<file path="src/rtl/goertzel_axil_regs_pkg.sv">
`default_nettype none
// ============================================================================
// Module      : goertzel_axil_regs_pkg
// Description : Shared AXI4-Lite channel structs, register offsets, response
//               codes and CTRL bit positions for the Goertzel register block.
// Revision    : 1.0 - initial release
// ============================================================================
package goertzel_axil_regs_pkg;

  // Master-to-slave AXI4-Lite channels
  typedef struct packed {
    logic [31:0] awaddr;
    logic [2:0]  awprot;
    logic        awvalid;
    logic [31:0] wdata;
    logic [3:0]  wstrb;
    logic        wvalid;
    logic        bready;
    logic [31:0] araddr;
    logic [2:0]  arprot;
    logic        arvalid;
    logic        rready;
  } axi_lite_mosi;

  // Slave-to-master AXI4-Lite channels
  typedef struct packed {
    logic        awready;
    logic        wready;
    logic [1:0]  bresp;
    logic        bvalid;
    logic        arready;
    logic [31:0] rdata;
    logic [1:0]  rresp;
    logic        rvalid;
  } axi_lite_miso;

  // Register byte offsets
  localparam logic [31:0] REG_CTRL   = 32'h00;
  localparam logic [31:0] REG_STATUS = 32'h04;
  localparam logic [31:0] REG_COEFF  = 32'h08;
  localparam logic [31:0] REG_NSAMP  = 32'h0C;
  localparam logic [31:0] REG_POWER  = 32'h10;
  localparam logic [31:0] REG_IRQ    = 32'h14;

  // Response codes
  localparam logic [1:0] RESP_OKAY   = 2'b00;
  localparam logic [1:0] RESP_SLVERR = 2'b10;

  // CTRL bit positions
  localparam int CTRL_START_BIT  = 0;
  localparam int CTRL_ENABLE_BIT = 1;

  // Channel FSM encodings
  typedef enum logic [0:0] {
    W_IDLE = 1'b0,
    W_RESP = 1'b1
  } wr_state_e;

  typedef enum logic [0:0] {
    R_IDLE = 1'b0,
    R_RESP = 1'b1
  } rd_state_e;

  // Byte-lane merge of new data into an existing 32-bit word
  function automatic logic [31:0] apply_wstrb(input logic [31:0] old_v,
                                              input logic [31:0] new_v,
                                              input logic [3:0]  strb);
    logic [31:0] res;
    res = old_v;
    for (int b = 0; b < 4; b++) begin
      if (strb[b]) res[8*b +: 8] = new_v[8*b +: 8];
    end
    return res;
  endfunction

endpackage
`default_nettype wire

</file>
<file path="src/rtl/goertzel_axil_wr_ch.sv">
`default_nettype none
// ============================================================================
// Module      : goertzel_axil_wr_ch
// Description : AXI4-Lite write-channel responder. Captures AW and W in any
//               order, emits a one-cycle write strobe once both are held, then
//               issues the B response and waits for bready.
// Revision    : 1.0 - initial release
// ============================================================================
module goertzel_axil_wr_ch
  import goertzel_axil_regs_pkg::*;
(
  input  logic        clk,
  input  logic        rst,
  input  logic [31:0] awaddr,
  input  logic        awvalid,
  output logic        awready,
  input  logic [31:0] wdata,
  input  logic [3:0]  wstrb,
  input  logic        wvalid,
  output logic        wready,
  output logic [1:0]  bresp,
  output logic        bvalid,
  input  logic        bready,
  output logic        wr_en,
  output logic [31:0] wr_addr,
  output logic [31:0] wr_data,
  output logic [3:0]  wr_strb,
  input  logic        wr_slverr
);

  wr_state_e   r_state,   w_state_nxt;
  logic        r_aw_held, w_aw_held_nxt;
  logic        r_w_held,  w_w_held_nxt;
  logic        r_awready, w_awready_nxt;
  logic        r_wready,  w_wready_nxt;
  logic        r_bvalid,  w_bvalid_nxt;
  logic [1:0]  r_bresp,   w_bresp_nxt;
  logic [31:0] r_addr,    w_addr_nxt;
  logic [31:0] r_data,    w_data_nxt;
  logic [3:0]  r_strb,    w_strb_nxt;

  logic w_aw_hs;
  logic w_w_hs;

  assign w_aw_hs = awvalid & r_awready;
  assign w_w_hs  = wvalid & r_wready;

  // State and channel registers; readies stay low during reset
  always_ff @(posedge clk) begin
    if (rst) begin
      r_state   <= W_IDLE;
      r_aw_held <= 1'b0;
      r_w_held  <= 1'b0;
      r_awready <= 1'b0;
      r_wready  <= 1'b0;
      r_bvalid  <= 1'b0;
      r_bresp   <= RESP_OKAY;
      r_addr    <= '0;
      r_data    <= '0;
      r_strb    <= '0;
    end else begin
      r_state   <= w_state_nxt;
      r_aw_held <= w_aw_held_nxt;
      r_w_held  <= w_w_held_nxt;
      r_awready <= w_awready_nxt;
      r_wready  <= w_wready_nxt;
      r_bvalid  <= w_bvalid_nxt;
      r_bresp   <= w_bresp_nxt;
      r_addr    <= w_addr_nxt;
      r_data    <= w_data_nxt;
      r_strb    <= w_strb_nxt;
    end
  end

  // Next-state: capture each channel independently, commit once both held
  always_comb begin
    w_state_nxt   = r_state;
    w_aw_held_nxt = r_aw_held;
    w_w_held_nxt  = r_w_held;
    w_awready_nxt = r_awready;
    w_wready_nxt  = r_wready;
    w_bvalid_nxt  = r_bvalid;
    w_bresp_nxt   = r_bresp;
    w_addr_nxt    = r_addr;
    w_data_nxt    = r_data;
    w_strb_nxt    = r_strb;
    case (r_state)
      W_IDLE: begin
        if (r_aw_held && r_w_held) begin
          w_state_nxt   = W_RESP;
          w_bvalid_nxt  = 1'b1;
          w_bresp_nxt   = wr_slverr ? RESP_SLVERR : RESP_OKAY;
          w_aw_held_nxt = 1'b0;
          w_w_held_nxt  = 1'b0;
          w_awready_nxt = 1'b0;
          w_wready_nxt  = 1'b0;
        end else begin
          if (w_aw_hs) begin
            w_addr_nxt    = awaddr;
            w_aw_held_nxt = 1'b1;
          end
          if (w_w_hs) begin
            w_data_nxt   = wdata;
            w_strb_nxt   = wstrb;
            w_w_held_nxt = 1'b1;
          end
          w_awready_nxt = ~(r_aw_held | w_aw_hs);
          w_wready_nxt  = ~(r_w_held | w_w_hs);
        end
      end
      W_RESP: begin
        if (bready) begin
          w_state_nxt   = W_IDLE;
          w_bvalid_nxt  = 1'b0;
          w_awready_nxt = 1'b1;
          w_wready_nxt  = 1'b1;
        end
      end
      default: w_state_nxt = W_IDLE;
    endcase
  end

  assign awready = r_awready;
  assign wready  = r_wready;
  assign bvalid  = r_bvalid;
  assign bresp   = r_bresp;
  assign wr_en   = (r_state == W_IDLE) & r_aw_held & r_w_held;
  assign wr_addr = r_addr;
  assign wr_data = r_data;
  assign wr_strb = r_strb;

endmodule
`default_nettype wire

</file>
<file path="src/rtl/goertzel_axil_regs.sv">
`default_nettype none
// ============================================================================
// Module      : goertzel_axil_regs
// Description : AXI4-Lite control/status register block for the Goertzel
//               engine. Holds CTRL/COEFF/NSAMP, reports STATUS/POWER, and
//               returns SLVERR for unmapped word indices.
//               Optional interrupt register enabled by GOERTZEL_AXIL_IRQ_EN.
// Revision    : 1.0 - initial release
// ============================================================================
module goertzel_axil_regs
  import goertzel_axil_regs_pkg::*;
#(
  parameter int ADDR_W    = 8,
  parameter int NSAMP_W   = 16,
  parameter int NSAMP_RST = 205
) (
  input  logic               clk,
  input  logic               rst,
  input  axi_lite_mosi       s_axil_mosi,
  output axi_lite_miso       s_axil_miso,
  output logic               start_o,
  output logic               enable_o,
  output logic [31:0]        coeff_o,
  output logic [NSAMP_W-1:0] nsamp_o,
  input  logic               busy_i,
  input  logic               done_i,
  input  logic [31:0]        power_i
`ifdef GOERTZEL_AXIL_IRQ_EN
  ,
  output logic               irq_o
`endif
);

  localparam int c_IDX_W = ADDR_W - 2;
  localparam logic [c_IDX_W-1:0] c_IDX_CTRL   = REG_CTRL[ADDR_W-1:2];
  localparam logic [c_IDX_W-1:0] c_IDX_STATUS = REG_STATUS[ADDR_W-1:2];
  localparam logic [c_IDX_W-1:0] c_IDX_COEFF  = REG_COEFF[ADDR_W-1:2];
  localparam logic [c_IDX_W-1:0] c_IDX_NSAMP  = REG_NSAMP[ADDR_W-1:2];
  localparam logic [c_IDX_W-1:0] c_IDX_POWER  = REG_POWER[ADDR_W-1:2];
`ifdef GOERTZEL_AXIL_IRQ_EN
  localparam logic [c_IDX_W-1:0] c_IDX_IRQ    = REG_IRQ[ADDR_W-1:2];
  localparam int                 c_LAST_IDX   = int'(REG_IRQ >> 2);
  localparam int                 c_IRQ_PEND_BIT = 0;
  localparam int                 c_IRQ_MASK_BIT = 1;
`else
  // The IRQ slot is the first unmapped index when the feature is absent
  localparam int                 c_LAST_IDX   = int'(REG_IRQ >> 2) - 1;
`endif

  // ---------------- write channel ----------------
  logic        w_wr_en;
  logic [31:0] w_wr_addr;
  logic [31:0] w_wr_data;
  logic [3:0]  w_wr_strb;
  logic        w_wr_slverr;
  logic [c_IDX_W-1:0] w_wr_idx;
  logic        w_wr_ok;
  logic        w_awready, w_wready, w_bvalid;
  logic [1:0]  w_bresp;

  goertzel_axil_wr_ch u_wr_ch (
    .clk       (clk),
    .rst       (rst),
    .awaddr    (s_axil_mosi.awaddr),
    .awvalid   (s_axil_mosi.awvalid),
    .awready   (w_awready),
    .wdata     (s_axil_mosi.wdata),
    .wstrb     (s_axil_mosi.wstrb),
    .wvalid    (s_axil_mosi.wvalid),
    .wready    (w_wready),
    .bresp     (w_bresp),
    .bvalid    (w_bvalid),
    .bready    (s_axil_mosi.bready),
    .wr_en     (w_wr_en),
    .wr_addr   (w_wr_addr),
    .wr_data   (w_wr_data),
    .wr_strb   (w_wr_strb),
    .wr_slverr (w_wr_slverr)
  );

  assign w_wr_idx    = w_wr_addr[ADDR_W-1:2];
  assign w_wr_slverr = int'(w_wr_idx) > c_LAST_IDX;
  assign w_wr_ok     = w_wr_en & ~w_wr_slverr;

  // ---------------- register file ----------------
  logic               r_enable;
  logic               r_start;
  logic [31:0]        r_coeff;
  logic [NSAMP_W-1:0] r_nsamp;
  logic [NSAMP_W-1:0] w_nsamp_wr;

  // Byte-lane merge for NSAMP, which may be narrower than the bus word
  always_comb begin
    w_nsamp_wr = r_nsamp;
    for (int i = 0; i < NSAMP_W; i++) begin
      if (w_wr_strb[i/8]) w_nsamp_wr[i] = w_wr_data[i];
    end
  end

  // Register updates from the write strobe; start is a single-cycle pulse
  always_ff @(posedge clk) begin
    if (rst) begin
      r_enable <= 1'b0;
      r_start  <= 1'b0;
      r_coeff  <= '0;
      r_nsamp  <= NSAMP_W'(NSAMP_RST);
    end else begin
      r_start <= 1'b0;
      if (w_wr_ok) begin
        case (w_wr_idx)
          c_IDX_CTRL: begin
            if (w_wr_strb[0]) begin
              r_enable <= w_wr_data[CTRL_ENABLE_BIT];
              r_start  <= w_wr_data[CTRL_START_BIT];
            end
          end
          c_IDX_COEFF: r_coeff <= apply_wstrb(r_coeff, w_wr_data, w_wr_strb);
          c_IDX_NSAMP: r_nsamp <= w_nsamp_wr;
          default: ;
        endcase
      end
    end
  end

`ifdef GOERTZEL_AXIL_IRQ_EN
  logic r_done_q;
  logic r_irq_pend;
  logic r_irq_mask;
  logic r_irq;
  logic w_done_rise;
  logic w_irq_wr;
  logic w_irq_clr;

  assign w_done_rise = done_i & ~r_done_q;
  assign w_irq_wr    = w_wr_ok & (w_wr_idx == c_IDX_IRQ) & w_wr_strb[0];
  assign w_irq_clr   = w_irq_wr & w_wr_data[c_IRQ_PEND_BIT];

  // Pending latches done_i rising edges; a same-cycle set beats the clear
  always_ff @(posedge clk) begin
    if (rst) begin
      r_done_q   <= 1'b0;
      r_irq_pend <= 1'b0;
      r_irq_mask <= 1'b0;
      r_irq      <= 1'b0;
    end else begin
      r_done_q   <= done_i;
      r_irq_pend <= w_done_rise | (r_irq_pend & ~w_irq_clr);
      if (w_irq_wr) r_irq_mask <= w_wr_data[c_IRQ_MASK_BIT];
      r_irq      <= r_irq_pend & r_irq_mask;
    end
  end

  assign irq_o = r_irq;
`endif

  // ---------------- read channel ----------------
  rd_state_e          r_rd_state, w_rd_state_nxt;
  logic               r_arready,  w_arready_nxt;
  logic               r_rvalid,   w_rvalid_nxt;
  logic [31:0]        r_rdata,    w_rdata_nxt;
  logic [1:0]         r_rresp,    w_rresp_nxt;
  logic [c_IDX_W-1:0] w_rd_idx;
  logic [31:0]        w_rd_val;
  logic [1:0]         w_rd_resp;

  assign w_rd_idx = s_axil_mosi.araddr[ADDR_W-1:2];

  // Read-data mux; unmapped indices give zero data with SLVERR
  always_comb begin
    w_rd_val  = '0;
    w_rd_resp = RESP_OKAY;
    if (int'(w_rd_idx) > c_LAST_IDX) begin
      w_rd_resp = RESP_SLVERR;
    end else begin
      case (w_rd_idx)
        c_IDX_CTRL:   w_rd_val[CTRL_ENABLE_BIT] = r_enable;
        c_IDX_STATUS: w_rd_val[1:0] = {done_i, busy_i};
        c_IDX_COEFF:  w_rd_val = r_coeff;
        c_IDX_NSAMP:  w_rd_val = 32'(r_nsamp);
        c_IDX_POWER:  w_rd_val = power_i;
`ifdef GOERTZEL_AXIL_IRQ_EN
        c_IDX_IRQ: begin
          w_rd_val[c_IRQ_PEND_BIT] = r_irq_pend;
          w_rd_val[c_IRQ_MASK_BIT] = r_irq_mask;
        end
`endif
        default: ;
      endcase
    end
  end

  // Read FSM registers
  always_ff @(posedge clk) begin
    if (rst) begin
      r_rd_state <= R_IDLE;
      r_arready  <= 1'b0;
      r_rvalid   <= 1'b0;
      r_rdata    <= '0;
      r_rresp    <= RESP_OKAY;
    end else begin
      r_rd_state <= w_rd_state_nxt;
      r_arready  <= w_arready_nxt;
      r_rvalid   <= w_rvalid_nxt;
      r_rdata    <= w_rdata_nxt;
      r_rresp    <= w_rresp_nxt;
    end
  end

  // Read FSM next-state: sample on AR handshake, hold until rready
  always_comb begin
    w_rd_state_nxt = r_rd_state;
    w_arready_nxt  = r_arready;
    w_rvalid_nxt   = r_rvalid;
    w_rdata_nxt    = r_rdata;
    w_rresp_nxt    = r_rresp;
    case (r_rd_state)
      R_IDLE: begin
        w_arready_nxt = 1'b1;
        if (s_axil_mosi.arvalid && r_arready) begin
          w_arready_nxt  = 1'b0;
          w_rvalid_nxt   = 1'b1;
          w_rdata_nxt    = w_rd_val;
          w_rresp_nxt    = w_rd_resp;
          w_rd_state_nxt = R_RESP;
        end
      end
      R_RESP: begin
        if (s_axil_mosi.rready) begin
          w_rvalid_nxt   = 1'b0;
          w_arready_nxt  = 1'b1;
          w_rd_state_nxt = R_IDLE;
        end
      end
      default: w_rd_state_nxt = R_IDLE;
    endcase
  end

  // Bus response assembly
  always_comb begin
    s_axil_miso         = '0;
    s_axil_miso.awready = w_awready;
    s_axil_miso.wready  = w_wready;
    s_axil_miso.bvalid  = w_bvalid;
    s_axil_miso.bresp   = w_bresp;
    s_axil_miso.arready = r_arready;
    s_axil_miso.rvalid  = r_rvalid;
    s_axil_miso.rdata   = r_rdata;
    s_axil_miso.rresp   = r_rresp;
  end

  assign start_o  = r_start;
  assign enable_o = r_enable;
  assign coeff_o  = r_coeff;
  assign nsamp_o  = r_nsamp;

  // Address bits outside the decoded window and the prot fields are don't-care
  logic w_unused;
  assign w_unused = ^{s_axil_mosi, w_wr_addr};

endmodule
`default_nettype wire

</file>
<file path="config.mk">
export PLATFORM = sky130hd
export DESIGN_NAME = goertzel_axil_regs
export DESIGN_NICKNAME = d
export VERILOG_FILES = /design/src/rtl/goertzel_axil_regs_pkg.sv /design/src/rtl/goertzel_axil_wr_ch.sv /design/src/rtl/goertzel_axil_regs.sv
export SDC_FILE = /design/constraint.sdc
export NUM_CORES = 1
export LEC_CHECK = 0
export ABC_AREA = 1
export CORE_MARGIN = 2
export CORE_UTILIZATION = 43
export CTS_CLUSTER_DIAMETER = 50
export DETAILED_ROUTE_END_ITERATION = 8
export PLACE_DENSITY = 0.77
export SLEW_MARGIN = 20
export SYNTH_ARGS = -nofsm -noshare
export SYNTH_HDL_FRONTEND = slang
export SYNTH_SLANG_ARGS = --single-unit
</file>
<file path="constraint.sdc">
create_clock -name clk -period 1.54 [get_ports clk]
set_input_delay 0.308 -clock clk [delete_from_list [all_inputs] [get_ports clk]]
set_output_delay 0.308 -clock clk [all_outputs]
set_load 0.01 [all_outputs]
</file>
==> metrics.md <==
| Metric | Value |
|---|---|
| Setup ws final | ~0.083 ns |
| Cells after Synth | 805 |
| Syn avg cell area | about 7.3 sq um |
| Drt wl/cell | approximately 15 um |
| Fin nets | 1,135 |
| Die Area | ~15,000 sq um |
| Top-count cell post-synth | nand2_1 |
| Busiest layer in global routing | met2 |
| Pre-CTS setup slack | -0.2507 ns |
| Crit-path max FO | 8 |
| RSZ-0062 raised after global routing | no |
| Core box area | 13,300 sq um |
| Fmax | ~690 MHz |
| GR Util met1 | between 30 and 40% |
| Post-synth EDFFs | 0 |
| CP arrival | 1.81 ns |
| Final setup fails | 0 |
| Initial Util | 44.24% |
| TritonCTS clock tree | yes |
| P_leak | between 0.003 and 0.004 uW |
| Hold depth | 2 |
| CTS sink count | approximately 140 |
| Global-route wire length before repair | approximately 27 mm |
| Vias | 5,864 |
| Initial antenna violation count | 0 |
| Ports | roughly 240 |
| Hold Crit Class | flop to flop |
| Vias/cell | 4.986 |
| Gpl congestion | approximately 0.89 |
| Overall global routing resource usage | between 20% and 30% |
| Share of cells above drive strength 1 | a little over a tenth |
| Synth top area share | 45.95% |
| Met2 usage | about a third |
| # fillers | roughly 1,200 |
| Antenna Cells | 0 |
| H-Tree Depth | 4 |
| Number of global-route vias before repair | roughly 5,200 |
| Fraction of registers with async set or reset after synthesis | 0% |
| Max_cap viols | 0 |
| Detailed placer's ending HPWL | ~13 mm |
| Final Hold Fails | 0 |
| Die width | roughly 120 um |
| Routed Antenna Nets | 0 |
| Startpoint Class | flop |
| Final cell count without fillers | 1,176 |
| VDD IR max | roughly 0.72 mV |
| Cells after DPL | between 1,000 and 1,500 |
| Flops & latches, synth | 135 |
| Synth-to-Final Area Change | 44.35% |
| Clock buffer depth | 2 |
| # DRC | 0 |
| List of most frequent post-synthesis cells | 158 x nand2_1, 135 x dfxtp_1, 98 x nor2_1 |
| Top_reg_cell synth | dfxtp_1 |
| Clock root buffer | clkbuf_16 |
| Synth Cell Area | 5882 sq um |
| Clk Latency, worst-skew pair | around 0.42 ns |
| Ys Warns | 0 |
| Seq/Total Area, Yosys | 45.95% |
| Port buffer count | ~180 |
| Row count | between 40 and 50 |
| Critical path type | flop to flop |
| Layout Skew | just over 0.009 ns |
| DRT iter0 DRCs | 536 |
| Die Y-Extent | ~120 um |
| First-pass DRT Iterations | 7 |
| Status | completed |
| Data required, critical path | approximately 1.9 ns |
| Cell Pwr Density | just under 1000 nW/um^2 |
| Final Max Tran Viols | 0 |
| Synth cell types | 29 |
| R2r worst-path depth | 7 |
| GRT overflow | 0 |
| Crit path capture type | flop |
| CTS Buf Count | 17 |
| Final min period | around 1.5 ns |
| Pin count of the biggest net entering global routing | 37 |
| Worst-path clk slew | 0.06 ns |
| Fin crit share | a little over nine tenths |
| Wirelength, routed | 17.08 mm |
| GR Util met3 | around 4.4% |
| Final Util | 63.86% |
| Main area contributors after synthesis | dfxtp_1 46%, nand2_1 10%, nand4_1 8.5% |
| Leading area contributor after synthesis | dfxtp_1 |
## power by group
group	internal, uW	total, uW	switching, uW	leakage, uW
Combinational	440	928	488	0.00231
Sequential	3610	3670	57.9	0.00110
Clock	2190	3650	1470	0.000252
Total	6230	8250	2010	0.00365
## cells by family after synthesis
logic type / Yosys count / synth area share (%)
AOI/OAI and AO/OA: 149 / 13.00
buffers and inverters: 132 / 9.679
DFF: 135 / 45.95
other: 1 / 0.06376
and+or+nand+nor: 388 / 31.31
## stage by stage
step / TNS (ns) / cell area [sq um] / hold WS, ns / total power, uW
global placement: -6.477 / 8061 / 0.4389 / 4644
CTS: 0 / 8476 / 0.4529 / 8273
finish: 0 / 8491 / 0.4516 / 8247
global route: 0 / 8491 / 0.4661 / 8518
floorplan: 0 / 5886 / 0.4070 / 4201
detailed placement: -8.084 / 8061 / 0.4457 / 4661
## flip-flops by register name, indices dropped and copies added, names as in the netlist
name and flops:
coeff_o 32, r_rdata 32, u_wr_ch.wr_data 32, nsamp_o 16, u_wr_ch.wr_addr 6, u_wr_ch.wr_strb 4
enable_o 1, r_arready 1, r_rd_state 1, r_rresp 1, r_rvalid 1, start_o 1
u_wr_ch.awready 1, u_wr_ch.bresp 1, u_wr_ch.bvalid 1, u_wr_ch.r_aw_held 1, u_wr_ch.r_state 1, u_wr_ch.r_w_held 1
u_wr_ch.wready 1
## routing by layer
layer	part of all wire, %	wire length, um
met2	45	7638
met5	0	0
met4	2.3	386
met1	48	8148
met3	5.3	905
## layout by cell type (no fill, tap or decap), types with 3 or more instances in the layout
master           count
nand2_1            157
dfxtp_1            133
nor2_1              97
dlygate4sd2_1       89
clkdlybuf4s50_1     88
a21oi_1             81
nand4_1             80
inv_1               66
o21ai_0             50
buf_4               32
nand3_1             27
clkbuf_16           17
o21ai_1             13
buf_12              12
nor2_4              10
nor2_2               7
inv_2                6
clkinv_2             6
clkbuf_1             4
nand3_2              3
clkinvlp_4           3
## timing repair
item / in CTS / in global routing
hold buffers: 0 / 0
resized for setup: 91 / 2
buffers inserted: 0 / 1
setup endpoints to repair: 89 / 9
pin swaps: 0 / 5
hold endpoints to repair: 0 / 0
## cell type report
class                      instances  area (sq um)  share of cell area [%]
clock buffer                      21         440.4                   5.187
multi-input combinational        539          2624                   30.90
tap                              176         220.2                   2.594
clock inverter                    10         82.58                  0.9726
timing repair buffer             221          2141                   25.21
sequential                       135          2705                   31.86
inverter                          74         277.8                   3.271
## worst paths after layout
check	start	endpoint	slack (ns)
hold reg to reg	u_wr_ch.wr_data[19]	u_wr_ch.wr_data[19]	0.45
setup reg to reg	u_wr_ch.wr_addr[4]	coeff_o[12]	0.08
hold / removal	u_wr_ch.wr_data[19]	u_wr_ch.wr_data[19]	0.45
setup / recovery	u_wr_ch.wr_addr[4]	coeff_o[12]	0.08
## worst max-delay path, stage by stage (launching register included)
cell     delay [ns]
dfxtp_1        0.33
nor2_2         0.15
inv_2          0.06
nor2_4         0.15
nand4_4        0.22
nor2_4         0.29
nor2_1         0.08
nor2_1         0.11
Power figures use the tool's default switching activity.
==> edit 1: new RTL, config.mk and constraints unchanged <==
Take the reset off `r_addr` and `r_data` and load them in a clocked block of their own.
--- a/src/rtl/goertzel_axil_wr_ch.sv
+++ b/src/rtl/goertzel_axil_wr_ch.sv
@@ -56,6 +56,4 @@
       r_bvalid  <= 1'b0;
       r_bresp   <= RESP_OKAY;
-      r_addr    <= '0;
-      r_data    <= '0;
       r_strb    <= '0;
     end else begin
@@ -67,8 +65,11 @@
       r_bvalid  <= w_bvalid_nxt;
       r_bresp   <= w_bresp_nxt;
-      r_addr    <= w_addr_nxt;
-      r_data    <= w_data_nxt;
       r_strb    <= w_strb_nxt;
     end
+  end
+
+  always_ff @(posedge clk) begin
+    r_addr <= w_addr_nxt;
+    r_data <= w_data_nxt;
   end
 
Formal check against the unedited RTL: no difference found for any inputs over 4 cycles, from zero or initial values and one cycle with rst high; that may be too few to reach the edited logic, so the function may still have changed.
==> edit 1 against the original RTL <==
  * Worst setup slack lost 0.064 ns
  * Final area grew 1.5%
  * Critical endpoint is now nsamp_o[3]
  * Sequential cell count is the same
  * Routed wire length shrank 1.4%
  * Area after synthesis is essentially flat
  * Maximum frequency shrank 4.2%
  * Critical path type unchanged
  * Total power grew 0.20%
  * Non-clock buffer count grew 6
  * Synthesized cell count shrank 11%
  * Sequential share of layout area grew 4.0 points
==> edit 1: results (changes against the original RTL) <==
area post-placement: 8020 um^2 (-0.54%)
status: complete, no violations
drt first pass iters: 5 (-2)
Worst setup endpoint: nsamp_o[3]
main area contributors after synthesis: dfxtp_1, edfxtp_1, nand2_1
vias in the first global route: 4,863 (-7.0%)
non-clock buffer count: 227 (+2.7%)
clock-cell share of area: 0.0640 (+0.00245)
Place WS: -0.326 ns (-0.0750 ns)
Vias: 5,514 (-6.0%)
Hold Path Stages: 1 (-1)
Crit path largest cell delay: 0.37 ns (+0.04 ns)
DR WL met3: 1.08 mm (+19%)
post-layout net count: 1,063 (-6.3%)
clk_buf instances: 22 (+4.8%)
NonClk Buf Share: 0.254 (+0.00186)
first-pass GRT wire length: 25.4 mm (-4.2%)
inverters: 71 (-4.1%)
Crit path arrival time: 1.86 ns (+0.05 ns)
worst min-delay path class: in2reg
R2R setup slack: 0.02 ns (-0.06 ns)
Worst Hold Slack: 0.449 ns (-0.00311 ns)
GP Congestion: 0.873 (-1.5%)
Seq/Total Area, Yosys: 0.524 (+0.0646)
power per cell area: 959 nW/um^2 (-1.3%)
slowest cell on the critical path: edfxtp_1
Leak: 3.80 nW (+4.0%)
number of synthesized flops with an enable pin: 38 (+38)
min-delay src: s_axil_mosi[57]
share of layout cells above drive strength 1: 0.133 (+0.0265)
fillers: 1,122 (-8.1%)
Internal: 0.00644 W (+3.3%)
pin count of the biggest net entering global routing: 60 (+62%)
GRT Total Usage: 0.226 (-0.00436)
VDD IR-drop max: 0.814 mV (+13%)
## edit 1: power by group through the flow
stage / registers, W / clock network (W) / logic (W)
global route: 0.00381 / 0.00396 / 0.000791
global placement: 0.00387 / 0 / 0.000716
CTS: 0.00380 / 0.00379 / 0.000718
finish: 0.00380 / 0.00373 / 0.000731
detailed placement: 0.00387 / 0 / 0.000723
floorplan: 0.00386 / 0 / 0.000324
## edit 1: through the flow
step / std cells / power, W
2_1_floorplan: 719 / 0.00418
3_3_place_gp: 1062 / 0.00458
3_5_place_dp: 1062 / 0.00459
4_1_cts: 1096 / 0.00830
5_1_grt: 1105 / 0.00856
6_report: 1105 / 0.00826
## edit 1: cells by family (layout without fill, tap and decap cells)
logic type	count (synthesis)	in the layout	synth area share
simple gates	389	389	0.318
buf+inv	120	330	0.0923
flops	135	135	0.524
compound gates	73	73	0.0653
other cells	1	2	0.000637
## edit 1: routing by layer
layer	track usage	up-vias
li1	-	2780
met1	0.318	2483
met2	0.343	225
met3	0.0446	26
met4	0.0908	0
met5	0	-
==> edit 2: new RTL, config.mk and constraints unchanged <==
Without the edit above. Change the parameter `NSAMP_W` from 16 to 14.
--- a/src/rtl/goertzel_axil_regs.sv
+++ b/src/rtl/goertzel_axil_regs.sv
@@ -12,5 +12,5 @@
 #(
   parameter int ADDR_W    = 8,
-  parameter int NSAMP_W   = 16,
+  parameter int NSAMP_W   = 14,
   parameter int NSAMP_RST = 205
 ) (
Ports: changed (resized nsamp_o); port bits go from 238 to 236. No check against the original RTL was run, so the function may have changed too.
==> edit 2 against the original RTL <==
  * Sequential cell count down 2
  * Critical endpoint is now coeff_o[31]
  * Final area decreased by 0.40%
  * Routed wire length down 2.7%
  * Total power is 1.5% higher
  * Area after synthesis fell by 2.0%
  * Maximum frequency fell by 1.6%
  * Critical path type unchanged
  * Worst setup slack worse by 0.024 ns
  * Clock skew decreased by 0.0025 ns
  * Combinational power shrank 2.9%
  * Sequential share of layout area decreased by 0.35 points
==> edit 2: results (changes against the original RTL) <==
status: complete, no violations
worst min-delay path class: reg2reg
fillers: 1,192 (-2.4%)
mean post-synth cell area: 7.29 um^2 (-0.22%)
post-cts resize count: 87 (-4.4%)
drt first pass iters: 7 (unchanged)
Crit path max-delay family: simple AND/OR/NAND/NOR gates
xor and xnor area share after synthesis: 0 (unchanged)
Finished Layout Cells: 1,169 (-0.60%)
Ys Warns: 0 (unchanged)
Place WS: -0.240 ns (+0.0105 ns)
post-CTS setup buffer count: 0 (unchanged)
antenna cells: 0 (unchanged)
share of layout cells above drive strength 1: 0.114 (+0.00680)
clk_lat worst skew: 0.42 ns (about the same)
Commonest cells post-synth: nand2_1, dfxtp_1, nor2_1, a21oi_1
vias per cell: 4.94 (-0.89%)
first-pass GRT wire length: 26.3 mm (-0.83%)
Starting DRT DRC Count: 422 (-21%)
GP Congestion: 0.844 (-4.8%)
Synth Area in Compound Gates: 0.134 (+0.00433)
Top FF cell, synth: dfxtp_1
VDD IR-drop max: 0.774 mV (+7.7%)
Setup Skew: 0.00654 ns (-0.00253 ns)
Worst Path Max Fanout: 8 (unchanged)
Post-synth ARST share: 0 (unchanged)
pin count of the biggest net entering global routing: 42 (+14%)
Crit path largest cell delay: 0.32 ns
DPL Wire Length: 12.2 mm (-3.0%)
IO buf count: 175 (-1.1%)
CTS Buffer Depth: 2 (unchanged)
initial antenna violation count: 0 (unchanged)
GRT Total Usage: 0.232 (+0.00140)
CP startpoint kind: flop
vias in the first global route: 5,283 (+1.1%)
CTS Buf Count: 17 (unchanged)
mux share of post-synthesis cell area: 0 (unchanged)
Seq/Total Area, Yosys: 0.462 (+0.00223)
slowest cell on the critical path: dfxtp_1
Root Driver: clkbuf_16
clock-pin slew on the worst setup and hold paths: 0.05 ns
Hold Path Stages: 2 (unchanged)
Avg WL per Cell: 14.2 um (-2.1%)
Synth Area in Adders: 0 (unchanged)
main area contributors after synthesis: dfxtp_1, nand2_1, nand4_1
Leak: 3.69 nW (+0.97%)
Crit path arrival time: 1.83 ns (+0.02 ns)
Worst Reg-to-Reg Cells: 7 (unchanged)
# H-tree levels: 4 (unchanged)
library cells used by synthesis: 30 (+3.4%)
post-layout net count: 1,128 (-0.62%)
[edit 2: worst paths after layout]
path,from,to,slack [ns]
worst max-delay path,u_wr_ch.wr_addr[5],coeff_o[31],0.06
worst min-delay path,u_wr_ch.wr_data[20],u_wr_ch.wr_data[20],0.45
worst max register to register,u_wr_ch.wr_addr[5],coeff_o[31],0.06
worst min register to register,u_wr_ch.wr_data[20],u_wr_ch.wr_data[20],0.45
[edit 2: kinds of logic (layout without fill, tap and decap cells)]
| kind of cell | Yosys count | after routing |
|---|---|---|
| other | 1 | 2 |
| AND/OR/NAND/NOR | 374 | 374 |
| buffers and inverters | 132 | 333 |
| flip-flops | 133 | 133 |
| AO/OA/AOI/OAI | 151 | 151 |
[edit 2: report_power, final]
group,switching [W],internal [W],total [W]
combinational,0.000472,0.000429,0.000901
sequential,0.0000566,0.00356,0.00361
clock,0.00139,0.00246,0.00386
total,0.00192,0.00645,0.00837
[edit 2: routing by layer]
layer,routed length [um],global-route usage
met1,7640,0.316
met2,7490,0.353
met3,1070,0.0623
met4,421,0.0875
met5,0,0
[edit 2: tightest hold or removal path: stages, from the launching register on]
cell,delay [ns]
dfxtp_1,0.29
inv_1,0.06
a21oi_1,0.05
[edit 2: layout make-up]
type,count,share of cell area
well taps,176,0.0260
clock buffers,28,0.0623
multi-input cells,527,0.302
repair buffers,226,0.256
clock inverters,3,0.00473
flip-flops and latches,133,0.315
inverters,76,0.0337
[edit 2: metrics by stage]
stage          cell area, um^2  TNS, ns
2_1_floorplan             5770        0
3_3_place_gp              7860    -6.19
3_5_place_dp              7860    -7.26
4_1_cts                   8320        0
5_1_grt                   8460   -0.378
6_report                  8460        0
